### src/rtl/max7219_access_arbiter.sv
// -----------------------------------------------------------------------------
// max7219_access_arbiter
//
// Shares one MAX7219 SPI frame serializer between two requesters (a static-RAM
// refresher and a scroller). After reset it first pushes the five-frame MAX7219
// init sequence. It then arbitrates round-robin between the requesters, one
// 16-bit frame per grant. A watchdog abandons any frame whose serializer never
// reports completion.
//
// Parameters
//   G_INTENSITY : intensity nibble placed in the 0x0A init frame
//   G_TIMEOUT   : cycles to wait for i_spi_done before abandoning a frame (>= 1)
//
// Ports
//   clk, rst_n                   : clock (rising edge), async active-low reset
//   i_req_static, i_data_static  : static requester frame request / frame data
//   i_req_scroll, i_data_scroll  : scroller requester frame request / frame data
//   o_ack_static, o_ack_scroll   : one-cycle frame-completed pulses
//   o_spi_start, o_spi_data      : start pulse and latched frame to serializer
//   i_spi_done                   : serializer frame-complete pulse
//   o_init_done                  : level, init sequence finished
//   o_busy                       : level, a frame is being issued or in flight
//   o_timeout_err                : one-cycle pulse, watchdog expired
// -----------------------------------------------------------------------------
module max7219_access_arbiter #(
    parameter logic [3:0] G_INTENSITY = 4'h8,
    parameter int         G_TIMEOUT   = 1023
) (
    input  logic        clk,
    input  logic        rst_n,
    input  logic        i_req_static,
    input  logic [15:0] i_data_static,
    input  logic        i_req_scroll,
    input  logic [15:0] i_data_scroll,
    output logic        o_ack_static,
    output logic        o_ack_scroll,
    output logic        o_spi_start,
    output logic [15:0] o_spi_data,
    input  logic        i_spi_done,
    output logic        o_init_done,
    output logic        o_busy,
    output logic        o_timeout_err
);

    localparam int WD_W = (G_TIMEOUT < 2) ? 1 : $clog2(G_TIMEOUT + 1);
    // Value the watchdog holds during the G_TIMEOUT-th wait cycle.
    localparam logic [WD_W-1:0] WD_LAST = WD_W'(G_TIMEOUT - 1);
    localparam logic [2:0] LAST_INIT_IDX = 3'd4;

    // Requester encoding used by the pointer and the winner register.
    localparam logic SEL_STATIC = 1'b0;
    localparam logic SEL_SCROLL = 1'b1;

    typedef enum logic [2:0] {
        INIT_START,
        INIT_WAIT,
        IDLE,
        START,
        BUSY
    } state_t;

    function automatic logic [15:0] init_frame(input logic [2:0] idx);
        case (idx)
            3'd0:    init_frame = 16'h0C01;              // leave shutdown
            3'd1:    init_frame = 16'h0900;              // no decode
            3'd2:    init_frame = 16'h0B07;              // scan all 8 digits
            3'd3:    init_frame = {12'h0A0, G_INTENSITY};
            default: init_frame = 16'h0F00;              // display test off
        endcase
    endfunction

    state_t          state_reg,     state_next;
    logic [2:0]      init_idx_reg,  init_idx_next;
    logic            armed_reg,     armed_next;
    logic            ptr_reg,       ptr_next;
    logic            winner_reg,    winner_next;
    logic [15:0]     data_reg,      data_next;
    logic [WD_W-1:0] wdog_reg,      wdog_next;
    logic            init_done_reg, init_done_next;
    logic [1:0]      ack_reg,       ack_next;
    logic            timeout_reg,   timeout_next;

    logic            wdog_expired;

    assign wdog_expired = (wdog_reg == WD_LAST);

    always_comb begin
        state_next     = state_reg;
        init_idx_next  = init_idx_reg;
        armed_next     = armed_reg;
        ptr_next       = ptr_reg;
        winner_next    = winner_reg;
        data_next      = data_reg;
        wdog_next      = wdog_reg;
        init_done_next = init_done_reg;
        ack_next       = 2'b00;
        timeout_next   = 1'b0;

        case (state_reg)
            INIT_START: begin
                // The first cycle after reset release only preloads frame 0,
                // so every output stays low while reset is held and the
                // start pulse always carries valid data.
                if (!armed_reg) begin
                    armed_next = 1'b1;
                    data_next  = init_frame(init_idx_reg);
                end else begin
                    wdog_next  = '0;
                    state_next = INIT_WAIT;
                end
            end

            INIT_WAIT: begin
                if (i_spi_done || wdog_expired) begin
                    // Completion wins over a watchdog expiry in the same cycle.
                    timeout_next = !i_spi_done;
                    if (init_idx_reg == LAST_INIT_IDX) begin
                        init_done_next = 1'b1;
                        state_next     = IDLE;
                    end else begin
                        init_idx_next = init_idx_reg + 3'd1;
                        data_next     = init_frame(init_idx_reg + 3'd1);
                        state_next    = INIT_START;
                    end
                end else begin
                    wdog_next = wdog_reg + 1'b1;
                end
            end

            IDLE: begin
                if (i_req_static || i_req_scroll) begin
                    // Under contention the requester not served last wins.
                    if (i_req_static && i_req_scroll) begin
                        winner_next = ~ptr_reg;
                    end else begin
                        winner_next = i_req_scroll ? SEL_SCROLL : SEL_STATIC;
                    end
                    data_next  = (winner_next == SEL_SCROLL) ? i_data_scroll
                                                             : i_data_static;
                    state_next = START;
                end
            end

            START: begin
                wdog_next  = '0;
                state_next = BUSY;
            end

            BUSY: begin
                if (i_spi_done) begin
                    ack_next[winner_reg] = 1'b1;
                    ptr_next             = winner_reg;
                    state_next           = IDLE;
                end else if (wdog_expired) begin
                    // Pointer untouched, so a retry goes to the same requester.
                    timeout_next = 1'b1;
                    state_next   = IDLE;
                end else begin
                    wdog_next = wdog_reg + 1'b1;
                end
            end

            default: begin
                state_next = INIT_START;
            end
        endcase
    end

    always_ff @(posedge clk or negedge rst_n) begin
        if (!rst_n) begin
            state_reg     <= INIT_START;
            init_idx_reg  <= 3'd0;
            armed_reg     <= 1'b0;
            ptr_reg       <= SEL_SCROLL;
            winner_reg    <= SEL_STATIC;
            data_reg      <= 16'h0000;
            wdog_reg      <= '0;
            init_done_reg <= 1'b0;
            ack_reg       <= 2'b00;
            timeout_reg   <= 1'b0;
        end else begin
            state_reg     <= state_next;
            init_idx_reg  <= init_idx_next;
            armed_reg     <= armed_next;
            ptr_reg       <= ptr_next;
            winner_reg    <= winner_next;
            data_reg      <= data_next;
            wdog_reg      <= wdog_next;
            init_done_reg <= init_done_next;
            ack_reg       <= ack_next;
            timeout_reg   <= timeout_next;
        end
    end

    // armed_reg is low only while the FSM sits in its very first INIT_START
    // cycle, which keeps start/busy low during and right after reset.
    assign o_spi_start   = armed_reg && ((state_reg == INIT_START) || (state_reg == START));
    assign o_busy        = armed_reg && (state_reg != IDLE);
    assign o_spi_data    = data_reg;
    assign o_ack_static  = ack_reg[SEL_STATIC];
    assign o_ack_scroll  = ack_reg[SEL_SCROLL];
    assign o_init_done   = init_done_reg;
    assign o_timeout_err = timeout_reg;

endmodule

### config.mk
export PLATFORM = sky130hd
export DESIGN_NAME = max7219_access_arbiter
export DESIGN_NICKNAME = d
export VERILOG_FILES = /design/src/rtl/max7219_access_arbiter.sv
export SDC_FILE = /design/constraint.sdc
export NUM_CORES = 1
export LEC_CHECK = 0
export CAP_MARGIN = 20
export CORE_AREA = 2 2 85 87
export CTS_BUF_LIST = sky130_fd_sc_hd__clkbuf_4 sky130_fd_sc_hd__clkbuf_8
export DETAILED_ROUTE_END_ITERATION = 8
export DIE_AREA = 0 0 87 89
export GPL_TIMING_DRIVEN = 0
export SYNTH_ARGS = -nofsm -noshare
export SYNTH_HDL_FRONTEND = slang
export SYNTH_SLANG_ARGS = --single-unit
### constraint.sdc
create_clock -name clk -period 1.8 [get_ports clk]
set_input_delay 0.27 -clock clk [delete_from_list [all_inputs] [get_ports clk]]
set_output_delay 0.27 -clock clk [all_outputs]
set_load 0.005 [all_outputs]
-- Word level (Yosys, flattened, before mapping)
Index checks and enable logic that the tools add are counted.
- bits of input ports: 37
- register bits: 39
- output and inout bits: 22
- logic and storage cells: 90
- add/sub/neg operators: 2
- reductions and logical operators: 20
- equal/unequal tests: 22
- multiplexer cells: 32
- magnitude comparators: 2
- bitwise operators: 2
- operator list (operator ; number):
    11-bit one-hot mux with 4 select lines ; 2
    16-bit two-way mux ; 5
    16-bit one-hot mux with 3 select lines ; 1
    10-bit two-way mux ; 4
    10-bit one-hot mux with 4 select lines ; 1
    3-bit by 2-bit equality test with 1-bit output, second input constant ; 6
    2-bit != test, second input constant ; 8
    3-bit two-way mux ; 5
    3-bit one-hot mux with 5 select lines ; 1
    10-bit by 1-bit adder with 10-bit output, second input constant ; 1
    10-bit equality test, second input constant ; 1
    5-bit AND reduction ; 2
    3-bit by 1-bit equality test with 1-bit output, second input constant ; 3
    3-bit logical NOT ; 3
    1-bit two-way mux ; 8
    3-bit equality test, second input constant ; 2
    2-bit two-way mux ; 3
    3-bit AND reduction ; 2
    1-bit logical AND ; 4
    2-bit AND reduction ; 2
    4-bit AND reduction ; 1
    4-bit nonzero test ; 1
    3-bit by 1-bit adder with 3-bit output, second input constant ; 1
    1-bit logical OR ; 3
    other kinds (9) ; 10

-- Depth between registers and ports, before layout
- word-level depth: 7
- gate-level depth with buffers: 8
- gate-level depth less buffers: 7

-- Least setup slack after synthesis
Ideal clock, no wire load.
- path type: flip-flop to flip-flop
- start point: register state_reg[2]
- end point: register init_idx_reg[1]
- buffers on the path: 1
- cell stages (with the launch flop): 6
- clock period less this slack: 1795 ps
- required time: 1675 ps
- arrival: 1670 ps
- setup slack: 5 ps
- library setup time: 125 ps
- cells stage by stage: dfrtp_1 buf_2 nor3b_1 nand2_1 a21oi_1 mux2_2
- cells in the longest elaborated chain, start to end: 2
- RTL lines (what ; RTL line ; RTL):
    from (decl) ; 72 ; state_t state_reg, state_next;
    from (signal assigned) ; 182 ; state_reg <= state_next;
    3-bit by 1-bit equality test with 1-bit output ; 99 ; case (state_reg)
    3-bit AND reduction (no line) ; - ;
    to (signal assigned) ; 183 ; init_idx_reg <= init_idx_next;
    to (decl) ; 73 ; logic [2:0] init_idx_reg, init_idx_next;
Every way passes these cells.
A chain may end at the register's enable or synchronous reset.

-- Worst setup path in the final report
- start point: register state_reg[0]
- end point: output o_busy
- cells in the longest elaborated chain, start to end: 2
- RTL lines (what ; RTL line ; RTL):
    3-bit by 2-bit != test with 1-bit output ; 198 ; assign o_busy = armed_reg && (state_reg != IDLE);
    1-bit logical AND ; 198 ;
    to (decl) ; 41 ; output logic o_busy,
Every way passes these cells.

==> results.toml <==
[yosys]
syn-cell-area_sq_um = 2300
ys.flop_type = "dfrtp_1"
ys_warn_count = 0
yosysSeqAreaShare = 0.425
syn-num-nets = 293
synth_seq_cells = 39
synth_top_area_cell = "dfrtp_1"
synth_cell_types = 47
synth_edf_count = 0
syn_avg_cell_area_sq_um = 9.26
postSynthCellCount = 248
synth_area_leaders = "dfrtp_1, mux2i_1, o21ai_0, nand2_1, ha_1"
yosysTopAreaCellShare = 0.414
synth_async_sr_flop_share = 1.00

[floorplanning]
ioPinCount = 59
coreArea_sq_um = 6720
dieWidth_um = 87
row_count = 30
start_util = 0.342
fp.dieH_um = 89
die-area_sq_um = 7740

[critical_path]
crit_chain = "or3b_4, clkbuf_16, and2_4, clkbuf_2"
worstPathArrival_ns = 1.55
crit_required_ns = 1.53
cp_max_fo = 3
slowest_delay_ns = 0.43
r2r-end = "o_spi_data[8]$_DFFE_PN0P_"
critPathTopFamily = "simple AND/OR/NAND/NOR gates"
worstSetupPathType = "register to output pin"
r2r-start = "state_reg[0]$_DFFE_PN0P_"
slowest_stage = "or3b_4"
rrSetupSlack_ns = -0.01
ff2ff_path_depth = 7
path_buf_inv = 2
start_kind = "register"
end_kind = "output pin"

[sta]
holdWs_ns = 0.425
final_hold_viol_count = 0
max_slew_margin = 0.674
post-route-period-util = 1.01
finClkSkew_ns = 0.00794
finalSetupTns_ns = -0.0257
drv_slew = 0
rsz0062_at_grt = "yes"
max_freq_ghz = 0.551
worstMarginPinSlew_ns = 0.489
period_minus_slack_ns = 1.82
postLayoutSetupSlackWorst_ns = -0.0160
setup-violations-final = 2

[placement]
gp_congestion = 0.883
port_buffers = 58
post-dp-hpwl_um = 4560
place_ws_ns = -0.392
dp_cells = 387

[worst_hold_path]
hold_path_end = "ack_reg[0]$_DFF_PN0_"
hold_class = "register to register"
min_from = "winner_reg$_DFFE_PN0P_"
hold_depth = 1

[drt]
antenna_left = 0
routed_wl_um = 6580
route.detailed.drc = 0
drt_iter0_drc = 159
via_per_inst = 5.31
via_count = 2205
drt_first_pass_iters = 5
wl_per_cell_um = 15.9

[clock_network]
root_buffer = "clkbuf_8"
htreeDepth = 2
clk_latency_ns = 0.29
cts_tree = "done"
clock_sinks = 39
clk_path_buf_depth = 2
numCtsBuffers = 5
cts.clk_slew.worst_paths_ns = 0.08

[cells_and_area]
instances_no_fill = 415
largest_reg_flops = 16
n_fill_cell = 603
utilization = 0.529
seq_area_sq_um = 980
syn2layout_area_growth_pct = 54.8
multi_input_area_sq_um = 1440
diodes = 0
final_layout_size_suffix_gt1_frac = 0.263
final_net_count = 379

[status]
status = "complete, but fails checks"
violations = "setup timing"

[grt]
grt_pass1_wl_um = 10000
antenna_found_initial = 0
grt_max_degree = 22
grt_overflow = 0
globalRouteTotalUtil = 0.166
grt_pass1_vias = 2050

[job]
drv_cap = 0

[power_and_ir_drop]
powerDensity_nw_per_um2 = 1570
p_leak_nw = 1.52
ir_drop_uv = 768
layout by cell type (no fill, tap or decap), types with 5 or more instances in the layout:
cell type	n
clkdlybuf4s50_1	55
o21ai_0	20
buf_4	24
inv_1	6
nor2_1	15
a21oi_1	8
ha_1	5
clkbuf_8	5
nand2_1	26
dfrtp_1	36
nor3_1	5
o22ai_1	5
o31ai_1	5
mux2i_1	14
a31oi_1	6
nand3_1	6
layer usage:
layer	GRT usage	part of all wire
met1	0.222	0.46
met2	0.271	0.48
met5	0	0
met4	0.0540	0.012
met3	0.0332	0.043
cells in the mapped netlist, types with 2 or more instances:
| cell type | instances |
|---|---|
| a211oi_1 | 2 |
| a21o_1 | 4 |
| a21oi_1 | 10 |
| a31oi_1 | 6 |
| a41o_1 | 2 |
| and3_1 | 4 |
| buf_2 | 9 |
| clkbuf_1 | 3 |
| dfrtp_1 | 38 |
| ha_1 | 8 |
| inv_1 | 9 |
| mux2_2 | 5 |
| mux2i_1 | 14 |
| nand2_1 | 28 |
| nand2b_1 | 2 |
| nand3_1 | 6 |
| nand4_1 | 3 |
| nor2_1 | 15 |
| nor2b_1 | 3 |
| nor3_1 | 6 |
| nor3b_1 | 4 |
| nor4_1 | 3 |
| o21ai_0 | 25 |
| o21bai_1 | 2 |
| o22ai_1 | 6 |
| o31ai_1 | 9 |
| o32ai_1 | 2 |
cells by family after synthesis:
logic type / synth area share
AND/OR/NAND/NOR: 0.176
buffers and inverters: 0.0441
adder cells (fa/ha/maj): 0.0436
multiplexers: 0.0855
AO/OA/AOI/OAI: 0.222
XOR/XNOR: 0.00381
flip-flops: 0.425
worst reg2reg max path, stage by stage (launching register included):
cell	delay [ns]
dfrtp_2	0.42
or3b_4	0.43
buf_6	0.16
nor2_4	0.12
o22ai_4	0.11
buf_6	0.15
buf_4	0.13
o41ai_2	0.19
report_power, final:
part | internal, W | switching (W)
Sequential | 0.00112 | 0.000166
Combinational | 0.00169 | 0.00173
Clock | 0.000570 | 0.000320
Total | 0.00337 | 0.00221
through the flow:
stage | total power [W] | area, sq um
5_1_grt | 0.00598 | 3560
3_5_place_dp | 0.00380 | 3000
6_report | 0.00559 | 3560
2_1_floorplan | 0.00295 | 2300
4_1_cts | 0.00503 | 3340
3_3_place_gp | 0.00377 | 2980
how the worst max path moves through the flow:
stage	endpoint	start	depth (start not counted)	slack, ns
after floorplan	init_idx_reg[1]$_DFFE_PN0P_	state_reg[2]$_DFFE_PN0P_	5	0.005
after global placement	o_spi_data[4]$_DFFE_PN0P_	rst_n	1	-0.58
after detailed placement	o_busy	state_reg[0]$_DFFE_PN0P_	5	-0.39
after CTS	o_busy	state_reg[0]$_DFFE_PN0P_	5	-0.18
after global routing	o_spi_data[8]$_DFFE_PN0P_	state_reg[0]$_DFFE_PN0P_	7	-0.07
final	o_busy	state_reg[0]$_DFFE_PN0P_	4	-0.02
area by class of cell:
type / instances / share of cell area
well taps: 80 / 0.0281
plain buffers: 10 / 0.0274
inverters: 9 / 0.00950
clock inverters: 2 / 0.0169
multi-input cells: 187 / 0.404
repair buffers: 82 / 0.217
flip-flops and latches: 39 / 0.275
clock buffers: 6 / 0.0215
what timing repair did:
| action | 4_1_cts | 5_1_grt |
|---|---|---|
| buffers inserted | 6 | 15 |
| endpoints found under the setup margin | 27 | 28 |
| pin swaps | 3 | 7 |
| gates cloned | 1 | 0 |
| hold buffers | 1 | 0 |
| resized for setup | 40 | 39 |
| hold endpoints to repair | 17 | 0 |
Note: power is estimated with default switching activity, not from simulation.
